[src/rtl/rng_byte_serializer.sv]
// Captures a DATA_W-bit random word on the rising edge of in_valid and streams it out
// least-significant byte first over valid/ready. Define RNG_SER_OVERRUN_CNT_EN to build the dropped-word counter.
module rng_byte_serializer #(
    parameter int DATA_W = 512
) (
    input  logic              clk,
    input  logic              rst,
    input  logic              in_valid,
    input  logic [DATA_W-1:0] in_data,
    output logic [7:0]        out_data,
    output logic              out_valid,
    input  logic              out_ready,
    output logic              out_last,
    output logic              busy,
    output logic [7:0]        overrun_cnt
);

    localparam int NBYTES = DATA_W / 8;
    localparam int IDX_W  = (NBYTES > 1) ? $clog2(NBYTES) : 1;
    localparam logic [IDX_W-1:0] LAST_IDX = IDX_W'(NBYTES - 1);

    typedef enum logic {
        S_IDLE,
        S_STREAM
    } state_t;

    state_t            state;
    state_t            state_nxt;
    logic              in_valid_q;
    logic              rise;
    logic              at_last;
    logic [DATA_W-1:0] shreg;
    logic [DATA_W-1:0] shreg_nxt;
    logic [IDX_W-1:0]  idx;
    logic [IDX_W-1:0]  idx_nxt;

    assign rise    = in_valid & ~in_valid_q;
    assign at_last = (idx == LAST_IDX);
    assign busy    = (state == S_STREAM);

    always_ff @(posedge clk or posedge rst) begin
        if (rst) begin
            state      <= S_IDLE;
            in_valid_q <= 1'b0;
            shreg      <= '0;
            idx        <= '0;
        end else begin
            state      <= state_nxt;
            in_valid_q <= in_valid;
            shreg      <= shreg_nxt;
            idx        <= idx_nxt;
        end
    end

    // Outputs depend only on registered state, so out_ready never reaches out_valid/out_data.
    always_comb begin
        state_nxt = state;
        shreg_nxt = shreg;
        idx_nxt   = idx;
        out_valid = 1'b0;
        out_last  = 1'b0;
        out_data  = 8'd0;
        case (state)
            S_IDLE: begin
                if (rise) begin
                    state_nxt = S_STREAM;
                    shreg_nxt = in_data;
                    idx_nxt   = '0;
                end
            end
            S_STREAM: begin
                out_valid = 1'b1;
                out_last  = at_last;
                out_data  = shreg[7:0];
                if (out_ready) begin
                    if (at_last) begin
                        state_nxt = S_IDLE;
                    end else begin
                        shreg_nxt = shreg >> 8;
                        idx_nxt   = idx + IDX_W'(1);
                    end
                end
            end
            default: state_nxt = S_IDLE;
        endcase
    end

`ifdef RNG_SER_OVERRUN_CNT_EN
    logic [7:0] ovr_q;

    // A rise seen while streaming (final handshake cycle included) is a dropped word.
    always_ff @(posedge clk or posedge rst) begin
        if (rst) begin
            ovr_q <= 8'd0;
        end else if (rise && (state == S_STREAM) && (ovr_q != 8'hFF)) begin
            ovr_q <= ovr_q + 8'd1;
        end
    end

    assign overrun_cnt = ovr_q;
`else
    assign overrun_cnt = 8'd0;
`endif

endmodule

[config.mk]
export PLATFORM = sky130hd
export DESIGN_NAME = rng_byte_serializer
export DESIGN_NICKNAME = d
export VERILOG_FILES = /design/src/rtl/rng_byte_serializer.sv
export SDC_FILE = /design/constraint.sdc
export NUM_CORES = 1
export LEC_CHECK = 0
export CAP_MARGIN = 20
export CORE_MARGIN = 5
export CORE_UTILIZATION = 61
export CTS_BUF_LIST = sky130_fd_sc_hd__clkbuf_8
export CTS_CLUSTER_SIZE = 24
export DETAILED_ROUTE_END_ITERATION = 8
export PLACE_DENSITY = 0.89
export SLEW_MARGIN = 20
export SYNTH_ARGS = -nofsm -noshare
export SYNTH_HDL_FRONTEND = slang
export SYNTH_SLANG_ARGS = --single-unit
[constraint.sdc]
create_clock -name clk -period 25 [get_ports clk]
set_input_delay 3.75 -clock clk [delete_from_list [all_inputs] [get_ports clk]]
set_output_delay 3.75 -clock clk [all_outputs]
set_load 0.02 [all_outputs]
==> metrics.txt <==
clock group share of total power=0.248; Boundary Pins=535; initial antenna violation count=33; Starting Density=0.615; Seq/Total Area, Yosys=0.393; unrepaired setup endpoints after global routing=false; Worst-Margin Slew=1.19 ns; vias in the first global route=29422; Final Hold Vio Count=0; Critical Path Source=busy; Hold-fix buffers, CTS=0; Worst Hold Class=register to register; Vias/cell=6.92; #FFs+latches synth=520; Die H=243 µm; post-CTS setup buffers=0; Die X=243 µm; hpwl dp=62.5 mm; final wirelength=105 mm; GPL Wtd Cong=0.840; Clk Latency, worst-skew pair=0.69 ns; combinational share of power=0.321; drt drc=0; worst hold path cell count=2; global-route wire length before repair=164 mm; Crit Path Class=register to output pin; Detail Route Antenna Nets=0; Core Region=53800 µm²; Synth Cell Area=33100 µm²; Worst EP arrival=3.35 ns; nets@finish=4285; TritonRoute pass-1 iters=6; 1st-iter DRT viols=4060; largest area contributor in the netlist=dfrtp_1; Synth top area share=0.393; clk_skew=0.0178 ns; CP endpoint kind=output pin; launch point of the worst reg-to-reg path=idx[0]; leak pwr=16.6 nW; dpl ws=17.37 ns; commonest non-fill, non-tap cell in the layout=clkdlybuf4s50_1; DR WL/cell=23.1 µm; clock-pin slew on the worst setup and hold paths=0.07 ns; total congestion overflow=0; FF-to-FF path depth=6; Root Driver=clkbuf_8; detailed-route via count=31476; sequential power share=0.432; min setup slack post-route=17.90 ns; layout cells sized above 1=0.0810; Total Routing Usage GR=0.333; most frequent cells in the layout=clkdlybuf4s50_1, dfrtp_1, a211oi_1; Layout area overhead=18.6%; Period minus WS final=7.10 ns; CTS tree=yes; internal power=1.90 mW; reg-to-reg endpoint=shreg[270]; FP Rows=85; FF-to-FF setup slack=20.52 ns; WP data required=21.25 ns; switching power=1.17 mW; YS warnings=0; clk sinks=520; Post-Syn Area per Cell=9.23 µm²; worst-path fanout max=207; TNS Setup=0 ns; Final Cycle Share=0.284; # setup viols final=0; CP endpoint=out_data[3]; Resize count post-CTS=0; Max-Cap Viols=0; DIE AREA=59000 µm²; outcome=completed; CTS H-tree depth=3; largest net degree at the start of global routing=212; Critical Path Start Type=register; worst vdd ir=0.0912 mV; Max Slew Vio Count=0; Post-Syn Instances=3589; slew margin rel.=0.206; Buffers on Ports=526; Power Dens Cells=78.2 nW/µm²; Fmax achieved=0.141 GHz; sw frac=0.381; Area contributors post-synth=dfrtp_1, a211oi_1, a31oi_1; Longest Clk Path Bufs=3; library cells used by synthesis=38; CTS Buf Count=89
## critical path: stages (launching register included)
cell and delay [ns]:
dfrtp_4 0.94, buf_12 0.68, and2_1 0.22, clkdlybuf4s50_1 0.72
## logic make-up (layout without fill, tap and decap cells)
| logic type | after synthesis | after routing | share of synthesized area |
|---|---|---|---|
| flops | 520 | 520 | 0.393 |
| compound gates | 1523 | 1523 | 0.362 |
| mux | 8 | 8 | 0.00242 |
| simple gates | 783 | 783 | 0.146 |
| fa+ha+maj | 1 | 1 | 0.000378 |
| buf+inv | 753 | 982 | 0.0968 |
| other cells | 1 | 33 | 0.000113 |
## state kept, by name, summed over array words and instances (netlist names)
name / cells
shreg: 512
idx: 6
busy: 1
in_valid_q: 1
## synth_stat cells (all sizes together)
| cell type | instances |
|---|---|
| o31ai | 1 |
| nand3 | 3 |
| o22ai | 9 |
| o311ai | 1 |
| nand2 | 13 |
| a2bb2oi | 1 |
| and3 | 3 |
| o211ai | 245 |
| nor2 | 261 |
| inv | 264 |
| a21o | 1 |
| a31oi | 489 |
| mux2i | 8 |
| nand4 | 1 |
| a311oi | 261 |
| nor2b | 246 |
| a211oi | 505 |
| and3b | 244 |
| and2 | 9 |
| o21ai | 1 |
| a41oi | 2 |
| ha | 1 |
| or3b | 1 |
| a21oi | 3 |
| clkbuf | 332 |
| conb | 1 |
| a21boi | 1 |
| nand2b | 1 |
| a211o | 1 |
| o22a | 1 |
| dfrtp | 520 |
| o2111ai | 1 |
| nor3 | 1 |
| buf | 157 |
## worst min path at each step
| stage | start | slack, ns | endpoint |
|---|---|---|---|
| final | shreg[377] | 0.53 | shreg[377] |
| after floorplan | shreg[481] | 0.51 | shreg[481] |
| after global placement | shreg[381] | 0.52 | shreg[381] |
| after detailed placement | shreg[377] | 0.52 | shreg[377] |
| after global routing | shreg[370] | 0.54 | shreg[370] |
| after CTS | shreg[377] | 0.53 | shreg[377] |
## metal layers
| layer | wire length [µm] | vias up | global-route usage | part of all wire |
|---|---|---|---|---|
| li1 | - | 14165 | - | - |
| met5 | 128 | - | 0 | 0.0012 |
| met1 | 42600 | 15380 | 0.470 | 0.41 |
| met3 | 8430 | 298 | 0.0670 | 0.080 |
| met4 | 5410 | 14 | 0.174 | 0.052 |
| met2 | 48300 | 1619 | 0.489 | 0.46 |
## per-stage QoR
stage	utilization	std cells	hold WS, ns	area [µm²]	power (mW)
floorplan	-	3596	0.506	33100	2.00
global placement	0.697	4372	0.518	37500	2.25
detailed placement	0.697	4372	0.525	37500	2.29
CTS	0.728	4520	0.534	39200	3.06
global route	0.730	4544	0.544	39300	3.23
finish	0.730	4546	0.533	39300	3.07
## power by group through the flow
stage / clock network, mW / registers (mW) / logic, mW
after floorplan: 0 / 1.26 / 0.739
after global placement: 0 / 1.31 / 0.940
after detailed placement: 0 / 1.32 / 0.966
after CTS: 0.768 / 1.31 / 0.973
after global routing: 0.809 / 1.35 / 1.07
final: 0.761 / 1.33 / 0.985
## area by class of cell
type / count / area [µm²]
antenna: 25 / 62.6
clock buffer: 110 / 1510
clock inverter: 38 / 173
fill: 3829 / 14500
inverter: 264 / 998
multi-input combinational: 2323 / 17000
sequential: 520 / 13000
tap: 696 / 871
timing repair buffer: 570 / 5670
Power figures use the tool's default switching activity.
